**src/rtl/he_headers.sv**
```systemverilog
// Shared HE parameter definitions used across the relinearization datapath.
`ifndef HE_HEADERS_SV
`define HE_HEADERS_SV
`define BIT_WIDTH 8
`define TILE_N    4
`define DEGREE_N  16
`define _Q        97
`endif

```
**src/rtl/relin_combine_pkg.sv**
```systemverilog
// Types and constants for relin_combine, derived from the shared HE headers.
`include "he_headers.sv"

package relin_combine_pkg;
    localparam int BW            = `BIT_WIDTH;
    localparam int NUM_LANES     = `TILE_N;
    localparam int Q_MOD         = `_Q;
    localparam int DEF_NUM_TILES = `DEGREE_N / `TILE_N;

    typedef logic [NUM_LANES-1:0][BW-1:0] tile_t;

    typedef struct packed {
        tile_t d0;
        tile_t d1;
    } pair_t;
endpackage

```
**src/rtl/relin_combine_mod_add.sv**
```systemverilog
// Single-lane modular adder: (a + b) mod Q for operands already below Q.
module mod_add #(
    parameter int W = 8,
    parameter int Q = 97
) (
    input  logic [W-1:0] a,
    input  logic [W-1:0] b,
    output logic [W-1:0] s
);
    localparam logic [W:0] QW = (W+1)'(Q);

    logic [W:0] sum;

    always_comb begin
        sum = {1'b0, a} + {1'b0, b};
        s   = (sum >= QW) ? W'(sum - QW) : sum[W-1:0];
    end
endmodule

```
**src/rtl/relin_combine.sv**
```systemverilog
// Buffers tensor-product (d0,d1) tiles and adds each to the matching relin (c0,c1) tile.
module relin_combine
    import relin_combine_pkg::*;
#(
    parameter int FIFO_DEPTH = 4,
    parameter int NUM_TILES  = DEF_NUM_TILES
) (
    input  logic                           clk,
    input  logic                           rst,
    input  logic                           d_valid_i,
    input  logic [NUM_LANES-1:0][BW-1:0]   d0_coeff_i,
    input  logic [NUM_LANES-1:0][BW-1:0]   d1_coeff_i,
    output logic                           d_ready_o,
    input  logic                           relin_valid_i,
    input  logic [NUM_LANES-1:0][BW-1:0]   relin_c0_i,
    input  logic [NUM_LANES-1:0][BW-1:0]   relin_c1_i,
    output logic                           valid_o,
    input  logic                           ready_i,
    output logic [NUM_LANES-1:0][BW-1:0]   ct0_coeff_o,
    output logic [NUM_LANES-1:0][BW-1:0]   ct1_coeff_o,
    output logic [$clog2(NUM_TILES)-1:0]   tile_idx_o,
    output logic                           done_o,
    output logic                           overflow_o,
    output logic                           underflow_o
);
    localparam int              PW       = $clog2(FIFO_DEPTH);
    localparam int              TW       = $clog2(NUM_TILES);
    localparam logic [PW:0]     FULL_CNT = (PW+1)'(FIFO_DEPTH);
    localparam logic [TW-1:0]   LAST_IDX = TW'(NUM_TILES - 1);

    pair_t         mem [FIFO_DEPTH];
    logic [PW-1:0] wr_ptr, rd_ptr;
    logic [PW:0]   count;
    logic          full, empty, slot_free, push, pop, xfer;
    pair_t         head;
    tile_t         sum0, sum1;

    assign full      = (count == FULL_CNT);
    assign empty     = (count == '0);
    assign slot_free = !valid_o || ready_i;
    assign pop       = relin_valid_i && !empty && slot_free;
    // A full FIFO still takes a pair in the cycle its head is popped.
    assign push      = !rst && d_valid_i && (!full || pop);
    assign d_ready_o = !rst && !full;
    assign xfer      = valid_o && ready_i;
    assign done_o    = !rst && xfer && (tile_idx_o == LAST_IDX);
    assign head      = mem[rd_ptr];

    for (genvar l = 0; l < NUM_LANES; l++) begin : g_lane
        mod_add #(.W(BW), .Q(Q_MOD)) u_add0 (.a(head.d0[l]), .b(relin_c0_i[l]), .s(sum0[l]));
        mod_add #(.W(BW), .Q(Q_MOD)) u_add1 (.a(head.d1[l]), .b(relin_c1_i[l]), .s(sum1[l]));
    end

    always_ff @(posedge clk) begin
        if (push) mem[wr_ptr] <= {d0_coeff_i, d1_coeff_i};
    end

    always_ff @(posedge clk) begin
        if (rst) begin
            wr_ptr      <= '0;
            rd_ptr      <= '0;
            count       <= '0;
            valid_o     <= 1'b0;
            ct0_coeff_o <= '0;
            ct1_coeff_o <= '0;
            tile_idx_o  <= '0;
            overflow_o  <= 1'b0;
            underflow_o <= 1'b0;
        end else begin
            if (push) wr_ptr <= wr_ptr + 1'b1;
            if (pop)  rd_ptr <= rd_ptr + 1'b1;
            if (push && !pop)      count <= count + 1'b1;
            else if (pop && !push) count <= count - 1'b1;

            if (pop) begin
                valid_o     <= 1'b1;
                ct0_coeff_o <= sum0;
                ct1_coeff_o <= sum1;
            end else if (xfer) begin
                valid_o <= 1'b0;
            end

            if (xfer) tile_idx_o <= (tile_idx_o == LAST_IDX) ? '0 : tile_idx_o + 1'b1;

            // Relin tiles cannot be stalled, so a tile that has nowhere to go is lost.
            if (relin_valid_i && empty)               underflow_o <= 1'b1;
            if (relin_valid_i && !empty && !slot_free) overflow_o  <= 1'b1;
        end
    end
endmodule

```
**config.mk**
```make
export PLATFORM = sky130hd
export DESIGN_NAME = relin_combine
export DESIGN_NICKNAME = d
export VERILOG_FILES = /design/src/rtl/relin_combine_pkg.sv /design/src/rtl/relin_combine_mod_add.sv /design/src/rtl/relin_combine.sv
export VERILOG_INCLUDE_DIRS = /design/src /design/src/rtl
export SDC_FILE = /design/constraint.sdc
export NUM_CORES = 1
export LEC_CHECK = 0
export CORE_ASPECT_RATIO = 0.9
export CORE_UTILIZATION = 45
export CTS_CLUSTER_SIZE = 14
export DETAILED_ROUTE_END_ITERATION = 10
export PLACE_DENSITY = 0.66
export RECOVER_POWER = 50
export SLEW_MARGIN = 10
export SYNTH_ARGS = -nofsm -noshare
export SYNTH_HDL_FRONTEND = slang
export SYNTH_HIERARCHICAL = 1
export SYNTH_SLANG_ARGS = --single-unit
```
**constraint.sdc**
```tcl
create_clock -name clk -period 5.32 [get_ports clk]
set_clock_uncertainty 0.15 [all_clocks]
set_input_delay 1.064 -clock clk [delete_from_list [all_inputs] [get_ports clk]]
set_output_delay 1.064 -clock clk [all_outputs]
set_load 0.005 [all_outputs]
```
==> results.txt, run 1 <==
max-cap viol count = 1
post-synthesis instance total = 1459
max frequency = 0.248 GHz
Critical Path Fanout Max = 19
Final Net Count = 1901
Tmin final = 4.03 ns
reg2reg path depth = 11
Area growth syn-to-layout = 20.5%
Longest Clk Path Bufs = 3
main combinational cell family by area after synthesis = compound AO/OA/AOI/OAI gates
post-detail-place hpwl = 29.0 mm
average vias per placed instance = 5.56
Leak Pwr = 0.00776 uW
worst hold-check path type = reg2reg
Worst slew margin = -29.2%
drt total wl = 41.6 mm
RSZ-0062 raised after global routing = false
maximum VDD drop = 0.000236 V
Post-synth top cells = edfxtp_1, nand2_1, a21oi_1
failing checks = max-capacitance violations, max-slew violations
first-pass GRT wire length = 66.2 mm
syn avg cell area = 12.4 sq um
reg2reg setup slack = 1.29 ns
fraction of registers with async set/reset = 0%
Compound-Gate Fraction of Synth Area = 16.3%
placed cell area = 0.0208 sq mm
count leader, synth = edfxtp_1
I/O pins = 204
initial DRC count = 858
mapped cell area = 0.0181 sq mm
final count of pins violating max slew = 35
number of antenna violations at the first check in global routing = 6
#FFs+latches synth = 334
Post-synth EDFFs = 256
die area = 0.0411 sq mm
Hold Crit Start = ct0_coeff_o[17]
crit path DAT = 4.26 ns
Internal Dissipation = 6490 uW
post-route setup TNS = 0 ns
Seq pwr share = 32.7%
final hold vios = 0
total gr overflow = 0
Num CTS Buffers = 36
Tot GR Track Use = 20.8%
final core occ = 55.1%
fin crit share = 75.8%
DRT Pass-1 Iters = 5
CTS tree = built
Pwr per Cell Area = 465 mW/mm^2
Post-Layout Inst Area = 0.0218 sq mm
Most used DFF post-synth = edfxtp_1
Hold Path Depth = 2
row count = 69
WL per Instance = 18.6 um
CP Capture Type = register
Clock power frac = 23.2%
endpoints failing setup = 0
PostCTS Resize Cnt = 0
Vias = 12442
non-filler instance count after layout = 2236
Die Y = 192 um
worst-margin pin slew = 1.94 ns
routability-driven placement congestion ratio = 0.892
Area contributors post-synth = edfxtp_1, dfxtp_1, mux4_2
CORE AREA = 0.0396 sq mm
Routed Antenna Nets = 0
status = finished with violations
Synth area leader = edfxtp_1
adder-cell share of the synthesized area = 6.93%
largest net degree at the start of global routing = 66
vias in the first global route = 12365
CTS H-tree depth = 2
Post-route DRC = 0
Placed Instances = 2167
post-CTS setup repair buffer count = 0
Required @ worst endpoint = 5.55 ns
worst skew pair latency = 0.53 ns
clk sink count = 334
layout cells sized above 1 = 16.1%
Seq/Total Area, Yosys = 51.0%
Net Switching = 3670 uW
Initial Util = 45.7%
synth unique cells = 74
quantity of hold-fixing buffers added after cts = 0
CP Class = reg2reg
worst hold slack = 0.301 ns
# port buffers = 203
clk slew on worst S/H paths = 0.06 ns
Synth top area share = 42.4%
Comb pwr share = 44.1%
sw frac = 36.1%
post-synthesis mux area share = 9.09%
simple-gate share of the synthesized area = 11.5%
Die X = 214 um
xor/xnor share of the synthesized area = 2.25%
syn nets = 1687
CTS root buf = clkbuf_16
Startpoint Class = register
Ys Warns = 6
-- cell type report --
type                            count  area [sq um]
Timing Repair Buffer              216          2170
Sequential cell                   334          9260
Antenna cell                        5          12.5
Clock inverter                     12           108
Multi-Input combinational cell   1010          8370
Clock buffer                       52           982
Tap cell                          532           666
Inverter                           75           282
Fill cell                        3359         17800
-- power by group through the flow --
stage          logic [uW]  registers, uW  clock network (uW)
3_3_place_gp         4500           3380                   0
3_5_place_dp         4550           3390                   0
2_1_floorplan        3360           3310                   0
5_1_grt              4990           3360                2520
6_report             4490           3320                2360
4_1_cts              4570           3340                2430
-- sequential cells by signal, indices dropped and copies added, names as in the netlist, named ones only --
name / cells
valid_o: 1
ct1_coeff_o: 32
overflow_o: 1
underflow_o: 1
tile_idx_o: 2
wr_ptr: 2
ct0_coeff_o: 32
mem: 256
rd_ptr: 2
count: 3
-- critical path, stage by stage (launching register included) --
cell	delay [ns]
dfxtp_4	0.63
buf_4	0.37
mux4_2	0.54
ha_1	0.47
and3_4	0.24
a22oi_4	0.07
a22oi_1	0.43
nand3_2	0.24
and4_4	0.24
or3_1	0.36
nand2_1	0.06
a21oi_1	0.07
-- cell families after synthesis --
family                     Yosys count
DFF                                334
muxes                               82
and+or+nand+nor                    411
AOI/OAI and AO/OA                  384
buffers and inverters              115
xor gates and xnor gates            38
adders and majority gates           95
-- per-layer routing --
metal | global-route usage (%) | wire length, um | vias up
met5 | 0 | 13 | -
met4 | 5.80 | 794 | 2
met3 | 3.63 | 1930 | 53
met2 | 34.6 | 19900 | 254
met1 | 27.9 | 18900 | 6086
li1 | - | - | 6047
-- stage by stage --
step	total power, uW	worst slack (ns)
floorplan	6670	1.55
global placement	7890	1.20
detailed placement	7930	1.12
CTS	10300	1.22
global route	10900	1.01
finish	10200	1.29
-- placed cells by master, fill, tap and decap left out, types with 35 or more instances in the layout --
master	n
edfxtp_1	256
nand2_1	156
dlygate4sd3_1	131
a21oi_1	93
ha_1	86
nor2_1	81
dfxtp_1	76
inv_1	74
clkdlybuf4s50_1	71
mux4_2	64
or3_1	37
clkbuf_16	37
o21ai_0	35
-- worst paths after layout --
path                     endpoint
setup / recovery  ct1_coeff_o[11]
setup reg to reg  ct1_coeff_o[11]
hold / removal    ct0_coeff_o[17]
hold reg to reg   ct0_coeff_o[17]
No activity file was read; power rests on OpenSTA's default activity.
==> run 2: changes to the inputs <==
==> constraint.sdc (replaced) <==
create_clock -name clk -period 4 [get_ports clk]
set_clock_uncertainty 0.15 [all_clocks]
set_input_delay 0.8 -clock clk [delete_from_list [all_inputs] [get_ports clk]]
set_output_delay 0.8 -clock clk [all_outputs]
set_load 0.005 [all_outputs]
==> run 2 against run 1 <==
  * The flow now finishes without violations
  * Combinational power grew 35%
  * Worst hold slack got worse by 0.0019 ns
  * First-iteration DRC count shrank 11%
  * Setup slack worse by 0.97 ns
  * Maximum frequency grew 9.6%
  * Non-clock buffer count is 10 higher
  * Power rose by 36%
  * Cell count grew 0.49%
  * Cell area grew 0.85%
  * Core utilization grew 0.47 points
  * Largest cell class unchanged
  * Highest routed layer unchanged
==> results.txt, run 2 (same netlist as run 1, synthesis figures left out) <==
worst-margin pin slew = 1.10 ns (-0.841 ns)
average vias per placed instance = 5.61 (+0.74%)
Tot GR Track Use = 20.6% (-0.14 points)
Die X = 214 um (unchanged)
total gr overflow = 0 (unchanged)
status = complete, no violations
pre-CTS setup slack = 0.139 ns (-0.986 ns)
RSZ-0062 raised after global routing = false
min setup slack post-route = 0.324 ns (-0.966 ns)
routability-driven placement congestion ratio = 0.868 (-2.8%)
CTS H-tree depth = 2 (unchanged)
Post-route DRC = 0 (unchanged)
post-route setup TNS = 0 ns (unchanged)
Regs by FF count = mem: 256 flops, ct0_coeff_o: 32 flops, ct1_coeff_o: 32 flops
most frequent cells in the layout = edfxtp_1, nand2_1, dlygate4sd3_1
final hold vios = 0 (unchanged)
non-filler instance count after layout = 2247 (+0.49%)
DRT Pass-1 Iters = 6 (+1)
vias in the first global route = 12363 (-0.016%)
Die Y = 192 um (unchanged)
Critical Path Fanout Max = 15 (-4)
final count of pins violating max slew = 0 (-100%)
Required @ worst endpoint = 4.31 ns (-1.24 ns)
CP Capture Type = register
PostCTS Resize Cnt = 0 (unchanged)
Placed Instances = 2177 (+0.46%)
Post-Layout Inst Area = 0.0220 sq mm (+0.85%)
placed cell area = 0.0208 sq mm (+0.36%)
Vias = 12596 (+1.2%)
fin crit share = 91.9% (+16 points)
WP buf/inv = 2 (+1)
clk sink count = 334 (unchanged)
max frequency = 0.272 GHz (+9.6%)
crit path DAT = 3.98 ns (-0.28 ns)
row count = 69 (unchanged)
WL per Instance = 18.5 um (-0.66%)
post-detail-place hpwl = 28.8 mm (-0.91%)
Longest Clk Path Bufs = 3 (unchanged)
Num CTS Buffers = 38 (+5.6%)
worst path cell trace = buf_12, buf_4, mux4_2, ha_1, a211oi_2, o21ai_2, a22oi_4, nand3_2, or3_1, o211ai_1, nand2_1, a21oi_1
CP Class = reg2reg
max-cap viol count = 0 (-1)
worst skew pair latency = 0.54 ns (about the same)
worst hold-check path type = reg2reg
Hold Crit Start = ct1_coeff_o[7]
max incr delay on CP = 0.54 ns (-0.09 ns)
Worst slew margin = 26.8% (+56 points)
Tmin final = 3.68 ns (-0.354 ns)
die area = 0.0411 sq mm (unchanged)
I/O pins = 204 (unchanged)
layout cells sized above 1 = 17.4% (+1.3 points)
largest register by flop count = mem
Leak Pwr = 0.00786 uW (+1.3%)
quantity of hold-fixing buffers added after cts = 0 (unchanged)
number of antenna violations at the first check in global routing = 4 (-2)
CORE AREA = 0.0396 sq mm (unchanged)
Largest register FFs = 256 (unchanged)
# port buffers = 203 (unchanged)
post-CTS setup repair buffer count = 0 (unchanged)
Worst path slowest cell = mux4_2
Area growth syn-to-layout = 21.6%
first-pass GRT wire length = 65.8 mm (-0.51%)
Pwr per Cell Area = 626 mW/mm^2 (+35%)
endpoints failing setup = 0 (unchanged)
Startpoint Class = register
CP top delay family = compound AO/OA/AOI/OAI gates
CTS tree = built
maximum VDD drop = 0.000315 V (+33%)
CTS root buf = clkbuf_16
Routed Antenna Nets = 0 (unchanged)
Final Net Count = 1913 (+0.63%)
most common cell after layout, fill and taps aside = edfxtp_1
initial DRC count = 766 (-11%)
Initial Util = 45.7% (unchanged)
drt total wl = 41.6 mm (-0.18%)
largest net degree at the start of global routing = 66 (unchanged)
clk slew on worst S/H paths = 0.06 ns (about the same)
==> run 2: changes by cell type in the layout (fill, tap and decap cells not counted) <==
cell / before / now
clkinvlp_4: 1 / 5
clkbuf_16: 37 / 39
buf_4: 9 / 20
clkinv_4: 0 / 3
clkbuf_1: 16 / 6
diode_2: 5 / 2
clkbuf_8: 0 / 2
inv_6: 0 / 1
clkinv_2: 5 / 6
==> run 2: cell type report <==
type / count / area [sq um]
Antenna cell: 2 / 5.00
Clock buffer: 47 / 1030
Clock inverter: 21 / 178
Fill cell: 3345 / 17600
Inverter: 75 / 282
Multi-Input combinational cell: 1010 / 8370
Sequential cell: 334 / 9260
Tap cell: 532 / 666
Timing Repair Buffer: 226 / 2250
==> run 2: path summary, 6_finish.rpt <==
path / depth (start not counted) / to / slack, ns
hold / removal: 2 / ct1_coeff_o[7] / 0.30
hold reg to reg: 2 / ct1_coeff_o[7] / 0.30
setup reg to reg: 12 / ct1_coeff_o[23] / 0.32
setup / recovery: 12 / ct1_coeff_o[23] / 0.32
==> run 2: worst register-to-register path: stages (launching register included) <==
cell and delay, ns:
dfxtp_4 0.51, buf_12 0.23, buf_4 0.23, mux4_2 0.54, ha_1 0.28, a211oi_2 0.32, o21ai_2 0.18, a22oi_4 0.27
nand3_2 0.18, or3_1 0.38, o211ai_1 0.11, nand2_1 0.07, a21oi_1 0.14
==> run 2: power breakdown <==
part           switching (uW)  total, uW  internal [uW]
Sequential                244       4380           4140
Combinational            3330       6070           2740
Clock                    1380       3340           1960
==> run 2: through the flow <==
step                      utilization, %  hold WS [ns]  power (uW)
final                               55.6         0.299       13800
after floorplan                        -         0.303        8870
after detailed placement            52.6         0.298       10600
after global routing                55.6         0.322       14700
after global placement              52.6         0.292       10600
after CTS                           55.6         0.306       14000
==> run 2: per-layer routing <==
layer	part of all wire [%]	GRT usage, %	wire (um)	up-vias
met5	0.065	0	27	-
met4	1.4	5.11	570	4
met3	5.5	3.94	2300	42
met2	48	34.6	20100	272
met1	45	27.5	18600	6194
li1	-	-	-	6084
==> run 3: changes to the inputs <==
==> constraint.sdc (replaced) <==
create_clock -name clk -period 4 [get_ports clk]
set_clock_uncertainty 0.15 [all_clocks]
set_input_delay 0.8 -clock clk [delete_from_list [all_inputs] [get_ports clk]]
set_output_delay 0.8 -clock clk [all_outputs]
set_load 0.05 [all_outputs]
==> run 3 against run 2 <==
  * Setup slack improved by 0.025 ns
  * Largest power group unchanged
  * Worst hold slack improved by 0.00087 ns
  * Sequential share of layout area decreased by 0.11 points
  * Critical path depth decreased by 1
  * Cell area increased by 0.27%
  * The flow now finishes with violations (max-capacitance violations, max-slew violations)
  * Power increased by 8.4%
  * Critical endpoint is now ct0_coeff_o[19]
  * Combinational power increased by 15%
  * Critical path type unchanged
==> results.txt, run 3 (same netlist as run 1, synthesis figures left out) <==
status = finished with violations
failing checks = max-capacitance violations, max-slew violations
final core occ = 55.7% (+0.15 points)
first-pass GRT wire length = 66.3 mm (+0.70%)
Num CTS Buffers = 39 (+2.6%)
CTS root buf = clkbuf_16
Hold Path Depth = 2 (unchanged)
Pwr Total = 14900 uW (+8.4%)
quantity of hold-fixing buffers added after cts = 0 (unchanged)
CP Class = reg2reg
worst hold-check path type = reg2reg
Die X = 214 um (unchanged)
WHS Endpoint = ct1_coeff_o[4]
largest net degree at the start of global routing = 66 (unchanged)
Required @ worst endpoint = 4.27 ns (-0.04 ns)
reg2reg setup slack = 0.35 ns (+0.03 ns)
Leak Pwr = 0.00789 uW (+0.34%)
PostCTS Resize Cnt = 0 (unchanged)
CTS H-tree depth = 2 (unchanged)
vias in the first global route = 12503 (+1.1%)
reg2reg path depth = 11 (-1)
DR top layer = met5
Register Area = 0.00926 sq mm (unchanged)
clk slew on worst S/H paths = 0.06 ns (about the same)
Hold Crit Start = ct1_coeff_o[4]
max incr delay on CP = 0.54 ns (about the same)
Longest Clk Path Bufs = 3 (unchanged)
Initial Util = 45.7% (unchanged)
Tmin final = 3.65 ns (-0.0250 ns)
worst-margin pin slew = 1.58 ns (+0.481 ns)
die area = 0.0411 sq mm (unchanged)
Area growth syn-to-layout = 21.9%
layout cells sized above 1 = 17.2% (-0.17 points)
Worst path slowest cell = mux4_2
total gr overflow = 0 (unchanged)
most frequent cells in the layout = edfxtp_1, nand2_1, dlygate4sd3_1
final count of pins violating max slew = 66 (+66)
average vias per placed instance = 5.61 (about the same)
met3 WL = 1.98 mm (-14%)
Final Net Count = 1910 (-0.16%)
most common cell after layout, fill and taps aside = edfxtp_1
CORE AREA = 0.0396 sq mm (unchanged)
M1 WL = 19.2 mm (+3.4%)
WP buf/inv = 1 (-1)
routability-driven placement congestion ratio = 0.871 (+0.36%)
DRT Pass-1 Iters = 6 (unchanged)
maximum VDD drop = 0.000460 V (+46%)
pre-CTS setup slack = 0.145 ns (+0.00679 ns)
met2 WL = 20.0 mm (-0.19%)
final hold vios = 0 (unchanged)
Routed Antenna Nets = 0 (unchanged)
fin crit share = 91.3% (-0.63 points)
crit path DAT = 3.92 ns (-0.06 ns)
r2r endpoint = ct0_coeff_o[19]
Critical Path Fanout Max = 20 (+5)
Startpoint Class = register
Regs by FF count = mem: 256 flops, ct0_coeff_o: 32 flops, ct1_coeff_o: 32 flops
worst path cell trace = buf_12, mux4_2, ha_1, a211oi_2, o21ai_1, a22oi_1, nand3_2, and4_4, or3_1, nand2_1, a21oi_1
# port buffers = 203 (unchanged)
WL per Instance = 18.7 um (+0.94%)
worst skew pair latency = 0.54 ns (about the same)
multi-input logic area = 0.00836 sq mm (about the same)
I/O pins = 204 (unchanged)
min setup slack post-route = 0.349 ns (+0.0250 ns)
Worst slew margin = -5.25% (-32 points)
Tot GR Track Use = 20.7% (+0.096 points)
endpoints failing setup = 0 (unchanged)
Largest register FFs = 256 (unchanged)
placed cell area = 0.0208 sq mm (-0.20%)
number of antenna violations at the first check in global routing = 3 (-1)
CP Capture Type = register
largest register by flop count = mem
max frequency = 0.274 GHz (+0.69%)
Vias = 12595 (-0.0079%)
RSZ-0062 raised after global routing = false
CP top delay family = compound AO/OA/AOI/OAI gates
post-CTS setup repair buffer count = 0 (unchanged)
Post-Layout Inst Area = 0.0221 sq mm (+0.27%)
Die Y = 192 um (unchanged)
Pwr per Cell Area = 677 mW/mm^2 (+8.1%)
CTS tree = built
post-route setup TNS = 0 ns (unchanged)
initial DRC count = 786 (+2.6%)
filler instances = 3267 (-2.3%)
drt total wl = 41.9 mm (+0.89%)
Post-route DRC = 0 (unchanged)
post-detail-place hpwl = 28.5 mm (-0.76%)
max-cap viol count = 1 (+1)
clk sink count = 334 (unchanged)
row count = 69 (unchanged)
-- run 3: power breakdown --
| group | internal [uW] | total [uW] | switching [uW] |
|---|---|---|---|
| logic | 2720 | 6970 | 4250 |
| clock network | 2190 | 3600 | 1420 |
| registers | 4140 | 4370 | 234 |
-- run 3: worst max-delay path by stage --
stage | startpoint | to | slack, ns | depth (start not counted)
after global routing | register | ct0_coeff_o[18] | 0.12 | 11
after detailed placement | relin_c0_i[16] | ct0_coeff_o[22] | 0.15 | 12
final | register | ct0_coeff_o[19] | 0.35 | 11
after CTS | register | ct0_coeff_o[19] | 0.36 | 11
after floorplan | register | ct1_coeff_o[11] | 0.48 | 14
after global placement | relin_c1_i[8] | ct1_coeff_o[11] | 0.17 | 12
-- run 3: worst min-delay path, cell delays in order, from the launching register on --
cell and delay [ns]:
dfxtp_1 0.31, nand2_1 0.05, a21oi_1 0.05
-- run 3: stage by stage --
| stage | hold WS (ns) | instances |
|---|---|---|
| floorplan | 0.332 | 1459 |
| detailed placement | 0.298 | 2173 |
| global placement | 0.293 | 2173 |
| finish | 0.300 | 2246 |
| global route | 0.327 | 2244 |
| CTS | 0.307 | 2244 |
-- run 3: final cells by class --
class,count,area share [%]
repair buffers,222,9.99
clock inverters,18,0.821
inverters,75,1.27
clock buffers,53,5.13
multi-input cells,1010,37.8
well taps,532,3.01
diodes,2,0.0227
flip-flops and latches,334,41.9
-- run 3: metal layers --
| layer | track usage (%) | vias to the layer above |
|---|---|---|
| met4 | 5.60 | 4 |
| met2 | 34.5 | 253 |
| met1 | 27.8 | 6202 |
| met3 | 3.84 | 49 |
| li1 | - | 6087 |
| met5 | 0 | - |
